File: config.mk
export PLATFORM = sky130hd
export DESIGN_NAME = multicycle_cu
export DESIGN_NICKNAME = d
export VERILOG_FILES = /design/src/rtl/multicycle_cu.sv
export SDC_FILE = /design/constraint.sdc
export NUM_CORES = 1
export LEC_CHECK = 0
export ABC_AREA = 1
export CAP_MARGIN = 20
export CORE_MARGIN = 4
export CORE_UTILIZATION = 46
export CTS_CLUSTER_DIAMETER = 40
export DETAILED_ROUTE_END_ITERATION = 16
export GPL_TIMING_DRIVEN = 0
export PLACE_DENSITY = 0.81
export SLEW_MARGIN = 20
export SYNTH_ARGS = -nofsm -noshare
export SYNTH_HDL_FRONTEND = slang
export SYNTH_SLANG_ARGS = --single-unit
File: constraint.sdc
create_clock -name clk -period 1.8 [get_ports clk]
set_input_delay 0.36 -clock clk [delete_from_list [all_inputs] [get_ports clk]]
set_output_delay 0.36 -clock clk [all_outputs]
set_load 0.01 [all_outputs]
File: src/rtl/multicycle_cu.sv
// Multi-cycle RV32I control unit: sequences fetch/decode/execute/memory/writeback
// with wait-state memory handshaking, optional bus timeout and illegal-opcode trapping.
module multicycle_cu #(
    parameter int MAX_WAIT = 15,
    parameter bit TRAP_EN  = 1'b1
) (
    input  logic       clk,
    input  logic       rst,
    input  logic [6:0] opcode,
    input  logic [2:0] func210,
    input  logic       func7,
    input  logic       branchtrue,
    input  logic       mem_ready,
    output logic       mem_req,
    output logic       mem_ifetch,
    output logic       mem_we,
    output logic       ir_en,
    output logic       pc_en,
    output logic [2:0] pcsel,
    output logic       jalr,
    output logic       bands,
    output logic       opB,
    output logic       writeback,
    output logic       memwrite,
    output logic [1:0] opA,
    output logic [1:0] immsel,
    output logic [3:0] alucontrol,
    output logic       regfile,
    output logic       illegal,
    output logic       bus_err,
    output logic       retired
);

    localparam int CW = (MAX_WAIT > 0) ? $clog2(MAX_WAIT + 1) : 1;
    localparam logic [CW-1:0] CMAX = CW'(MAX_WAIT);

    typedef enum logic [2:0] {
        S_IDLE, S_FETCH, S_DECODE, S_EXEC, S_MEM, S_WB, S_TRAP
    } state_t;

    typedef enum logic [3:0] {
        C_R, C_IMM, C_LOAD, C_STORE, C_BR, C_JAL, C_JALR, C_LUI, C_AUIPC, C_BAD
    } cls_t;

    state_t          state, state_nx;
    cls_t            cls_q, cls_in;
    logic [2:0]      f3_q;
    logic            f7_q;
    logic            trap_ill_q;
    logic [CW-1:0]   cnt_q;
    logic            in_mem, timeout;

    function automatic cls_t classify(input logic [6:0] op);
        case (op)
            7'b0110011: return C_R;
            7'b0010011: return C_IMM;
            7'b0000011: return C_LOAD;
            7'b0100011: return C_STORE;
            7'b1100011: return C_BR;
            7'b1101111: return C_JAL;
            7'b1100111: return C_JALR;
            7'b0110111: return C_LUI;
            7'b0010111: return C_AUIPC;
            default:    return C_BAD;
        endcase
    endfunction

    // SUB only exists for register-register ops; SRA/SRAI both key off func7.
    function automatic logic [3:0] alu_op(input logic [2:0] f3, input logic f7, input logic r_type);
        case (f3)
            3'b000:  return (r_type && f7) ? 4'b0001 : 4'b0000;
            3'b001:  return 4'b0111;
            3'b010:  return 4'b1000;
            3'b011:  return 4'b1001;
            3'b100:  return 4'b0100;
            3'b101:  return f7 ? 4'b0110 : 4'b0101;
            3'b110:  return 4'b0011;
            default: return 4'b0010;
        endcase
    endfunction

    assign cls_in  = classify(opcode);
    assign in_mem  = (state == S_FETCH) || (state == S_MEM);
    assign timeout = (MAX_WAIT != 0) && in_mem && !mem_ready && (cnt_q == CMAX);

    always_comb begin
        state_nx = state;
        case (state)
            S_IDLE:   state_nx = S_FETCH;
            S_FETCH:  if (timeout) state_nx = S_TRAP;
                      else if (mem_ready) state_nx = S_DECODE;
            S_DECODE: if (cls_in == C_BAD) state_nx = TRAP_EN ? S_TRAP : S_FETCH;
                      else state_nx = S_EXEC;
            S_EXEC:   if (cls_q == C_BR) state_nx = S_FETCH;
                      else if (cls_q == C_LOAD || cls_q == C_STORE) state_nx = S_MEM;
                      else state_nx = S_WB;
            S_MEM:    if (timeout) state_nx = S_TRAP;
                      else if (mem_ready) state_nx = (cls_q == C_STORE) ? S_FETCH : S_WB;
            S_WB:     state_nx = S_FETCH;
            S_TRAP:   state_nx = S_FETCH;
            default:  state_nx = S_IDLE;
        endcase
    end

    always_ff @(posedge clk or posedge rst) begin
        if (rst) begin
            state      <= S_IDLE;
            cls_q      <= C_R;
            f3_q       <= 3'b000;
            f7_q       <= 1'b0;
            trap_ill_q <= 1'b0;
            cnt_q      <= '0;
        end else begin
            state <= state_nx;
            if (state == S_DECODE) begin
                cls_q <= cls_in;
                f3_q  <= func210;
                f7_q  <= func7;
            end
            if (state_nx == S_TRAP)
                trap_ill_q <= (state == S_DECODE);
            // Any state change clears the wait counter, so FETCH/MEM always start from zero.
            if (state_nx != state)
                cnt_q <= '0;
            else if (in_mem && !mem_ready && cnt_q != CMAX)
                cnt_q <= cnt_q + CW'(1);
        end
    end

    always_comb begin
        mem_req    = 1'b0;
        mem_ifetch = 1'b0;
        mem_we     = 1'b0;
        ir_en      = 1'b0;
        pc_en      = 1'b0;
        pcsel      = 3'b000;
        jalr       = 1'b0;
        bands      = 1'b0;
        opB        = 1'b0;
        writeback  = 1'b0;
        memwrite   = 1'b0;
        opA        = 2'b00;
        immsel     = 2'b00;
        alucontrol = 4'b0000;
        regfile    = 1'b0;
        illegal    = 1'b0;
        bus_err    = 1'b0;
        retired    = 1'b0;

        // Operand/ALU selects stay valid through MEM and WB: the datapath has no ALU result register.
        if (state == S_EXEC || state == S_MEM || state == S_WB) begin
            case (cls_q)
                C_R:     begin opA = 2'b01; immsel = 2'b11; alucontrol = alu_op(f3_q, f7_q, 1'b1); end
                C_IMM:   begin opA = 2'b01; opB = 1'b1; immsel = 2'b00; alucontrol = alu_op(f3_q, f7_q, 1'b0); end
                C_LOAD,
                C_JALR:  begin opA = 2'b01; opB = 1'b1; immsel = 2'b00; alucontrol = 4'b0000; end
                C_STORE: begin opA = 2'b01; opB = 1'b1; immsel = 2'b01; alucontrol = 4'b0000; end
                C_BR:    begin opA = 2'b01; immsel = 2'b11; alucontrol = 4'b1111; bands = 1'b1; end
                C_JAL:   begin opA = 2'b00; immsel = 2'b11; alucontrol = 4'b1111; end
                C_LUI:   begin opA = 2'b11; opB = 1'b1; immsel = 2'b10; alucontrol = 4'b1110; end
                C_AUIPC: begin opA = 2'b10; opB = 1'b1; immsel = 2'b10; alucontrol = 4'b0000; end
                default: ;
            endcase
        end

        case (state)
            S_FETCH: begin
                if (timeout) bus_err = 1'b1;
                else begin
                    mem_req    = 1'b1;
                    mem_ifetch = 1'b1;
                    ir_en      = mem_ready;
                end
            end
            S_DECODE: begin
                if (cls_in == C_BAD && !TRAP_EN) begin
                    pc_en   = 1'b1;
                    retired = 1'b1;
                end
            end
            S_EXEC: begin
                if (cls_q == C_BR) begin
                    pc_en   = 1'b1;
                    retired = 1'b1;
                    pcsel   = branchtrue ? 3'b001 : 3'b000;
                end
            end
            S_MEM: begin
                if (timeout) bus_err = 1'b1;
                else begin
                    mem_req  = 1'b1;
                    mem_we   = (cls_q == C_STORE);
                    memwrite = (cls_q == C_STORE);
                    if (mem_ready && cls_q == C_STORE) begin
                        pc_en   = 1'b1;
                        retired = 1'b1;
                    end
                end
            end
            S_WB: begin
                regfile   = 1'b1;
                writeback = (cls_q == C_LOAD);
                pc_en     = 1'b1;
                retired   = 1'b1;
                jalr      = (cls_q == C_JALR);
                if (cls_q == C_JAL)       pcsel = 3'b010;
                else if (cls_q == C_JALR) pcsel = 3'b011;
            end
            S_TRAP: begin
                illegal = trap_ill_q;
                pc_en   = 1'b1;
                pcsel   = 3'b100;
            end
            default: ;
        endcase
    end

endmodule
==> reports/qor.csv <==
metric,value,unit
DR iter-0 viols,213,
Pwr Density,1447,mW/mm²
clock share of power,5.9,%
Slew Limit Headroom,61.62,%
filler cell count,152,
Sw Pwr,1.503,mW
Vias per Instance,5.436,
Top Layer Used,met4,
via count,1669,
# DRC,0,
Post-DRT Antenna Nets,0,
Worst-Skew Late Latency,270,ps
Max Freq,0.5060,GHz
Non-Filler Instances,307,
routed wire length,4562,µm
"Seq/Total Area, Yosys",32.29,%
Hold WC Path Type,in -> async,
CTS Hold Bufs,0,
fraction of layout cells with a size suffix above 1,39.35,%
Final #Nets,295,
FP Rows,18,
Flop pwr share,22.9,%
RSZ-0062 raised after global routing,true,
syn avg cell area,6.169,µm²
Final Hold Vio Count,0,
Cells after DPL,270,
Critical Path RT,1440,ps
Synth Register Bits,16,
drt first pass iters,4,
status,finished with violations,
max-cap viol count,0,
R2R cell count,12,
CP Max Fanout,6,
combinational share of power,71.3,%
actual slew at the worst max-slew pin,575.1,ps
Global Route Usage Sum,20.75,%
Cell variety after synth,26,
DR WL met2,2236,µm
met3 wire length,338,µm
chip width,59.92,µm
clk slew on worst S/H paths,80,ps
drt wl/cell,14.86,µm
worst hold slack,433.1,ps
Final Cycle Share,109.8,%
post-synthesis instance total,201,
Max clock buf depth,2,
DIE HEIGHT,59.92,µm
number of diodes,0,
largest net degree at the start of global routing,17,
post-layout min period,1976,ps
CTS tree,built,
synth warn,0,
"Cell Area, Synth",0.001240,mm²
reg2reg end,trap_ill_q$_DFFE_PP0N_,
Sw Share,50.03,%
HPWL Detailed,2236,µm
WP data arrival,1620,ps
endpoints failing setup,20,
CP Capture Type,primary output,
GR Overflow Total,0,
H-Tree Depth,1,
cts bufs inserted,3,
critical path type,reg -> out,
Reg2Reg Setup Slack,20,ps
Leak,1.155,nW
Clock Tree Root,clkbuf_4,
Startpoint Class,flip-flop,
global placement routability congestion,0.7974,
Total Power,3.005,mW
DIE AREA,0.003590,mm²
vias in the first global route,1344,
first-pass GRT wire length,5796,µm
internal power,1.502,mW
antenna violations before repair,0,
Layout area overhead,67.51,%
violations in the final reports,setup timing,
setup ws final,-176.2,ps
Fin Clk Skew,2.984,ps
Ports,40,
initial core utilization,49.16,%
syn_nets,217,
WL met1,1816,µm
FF-to-FF Start,state[1]$_DFF_PP0_,
Core Area,0.002522,mm²
port buffer count,39,
"Slew Viols, Final",0,
clk sink count,16,
Peak VDD IR,980.6,µV
==> kinds of logic after synthesis <==
| kind of cell | count (synthesis) | share of synthesized area (%) |
|---|---|---|
| DFF | 16 | 32.29 |
| adders and majority gates | 1 | 1.009 |
| AOI/OAI and AO/OA | 27 | 12.01 |
| buffers and inverters | 40 | 12.41 |
| and+or+nand+nor | 115 | 40.87 |
| xor gates and xnor gates | 2 | 1.413 |
==> registers in the layout (all words and copies together), names as in the netlist <==
signal      flops
f7_q            1
f3_q            3
cls_q           4
state           3
trap_ill_q      1
cnt_q           4
==> synthesized netlist by cell type <==
cell type,n,area share (%)
nand3_2,2,1.6
o211ai_1,2,1.2
o221ai_1,1,0.71
clkinv_1,1,0.30
a31oi_1,1,0.50
nand2_2,1,0.50
a21oi_1,9,3.6
inv_1,36,11
nand4_1,2,1.0
nor4_1,1,0.50
a31o_2,1,0.71
nor2_2,1,0.50
buf_4,1,0.61
nor3_1,6,2.4
nand3_1,18,7.3
nor3_2,1,0.81
ha_1,1,1.0
xnor2_1,1,0.71
clkbuf_1,1,0.30
o21ai_0,13,5.2
nor2_1,26,7.9
inv_2,1,0.30
nand3_4,1,1.4
nand2_1,56,17
xor2_1,1,0.71
dfrtp_1,16,32
==> routing by layer <==
metal  global-route usage [%]  up-vias
met4                    10.76        0
met3                    1.944       18
li1                         -      793
met2                    34.72       93
met1                    26.27      765
met5                        0        -
==> power by group through the flow <==
stage,registers (mW),clock network [mW],logic (mW)
final,0.687,0.176,2.14
after global routing,0.698,0.194,2.27
after CTS,0.675,0.175,1.67
after detailed placement,0.667,0,1.30
after global placement,0.660,0,1.29
after floorplan,0.631,0,0.835
==> critical path, cell delays in order, from the launching register on <==
cell     delay, ps
dfrtp_2        440
buf_6          140
buf_6          110
nor2_4         160
a21oi_4         50
buf_6          130
a21oi_1        140
buf_2          160
==> repair_timing <==
action	CTS	global route
setup buffers	20	16
gates resized for setup	114	47
cloned	0	0
pin swaps	5	12
hold endpoints to repair	0	0
setup endpoints to repair	25	28
==> final cells by class <==
type | instances | area (µm²) | share of cell area [%]
tap | 30 | 37.54 | 1.807
timing repair buffer | 73 | 598.1 | 28.80
buffer | 2 | 12.51 | 0.6024
multi-input combinational | 145 | 859.6 | 41.39
clock buffer | 3 | 22.52 | 1.084
sequential | 16 | 404.1 | 19.46
inverter | 38 | 142.6 | 6.867
==> how the worst max path moves through the flow <==
stage / start / end / slack, ps / cells past startpoint
after detailed placement: mem_ready / memwrite / -520 / 7
final: state[2]$_DFF_PP0_ / alucontrol[2] / -180 / 7
after global placement: mem_ready / memwrite / -530 / 7
after CTS: state[2]$_DFF_PP0_ / memwrite / -200 / 8
after global routing: cls_q[1]$_DFFE_PP0P_ / alucontrol[2] / -240 / 6
after floorplan: state[1]$_DFF_PP0_ / pcsel[0] / 190 / 4
==> layout by cell type, fill, tap and decap left out, types with 9 or more instances in the layout <==
| master | instances |
|---|---|
| buf_2 | 18 |
| o21ai_0 | 9 |
| clkdlybuf4s50_1 | 13 |
| buf_4 | 25 |
| dfrtp_1 | 13 |
| nor2_1 | 19 |
| inv_2 | 14 |
| buf_6 | 10 |
| nand2_1 | 52 |
| inv_1 | 24 |
| nand3_1 | 14 |
==> metrics by stage <==
| step | area [µm²] | TNS, ps | setup WS [ps] | utilization, % |
|---|---|---|---|---|
| after global routing | 2077 | -3243 | -236.9 | 82.34 |
| final | 2077 | -1884 | -176.2 | 82.34 |
| after global placement | 1668 | -6910 | -526.9 | 66.12 |
| after detailed placement | 1668 | -6980 | -522.1 | 66.12 |
| after CTS | 1897 | -467.1 | -200.5 | 75.20 |
| after floorplan | 1240 | 0 | 185.6 | - |
(Power assumes the default switching activity.)
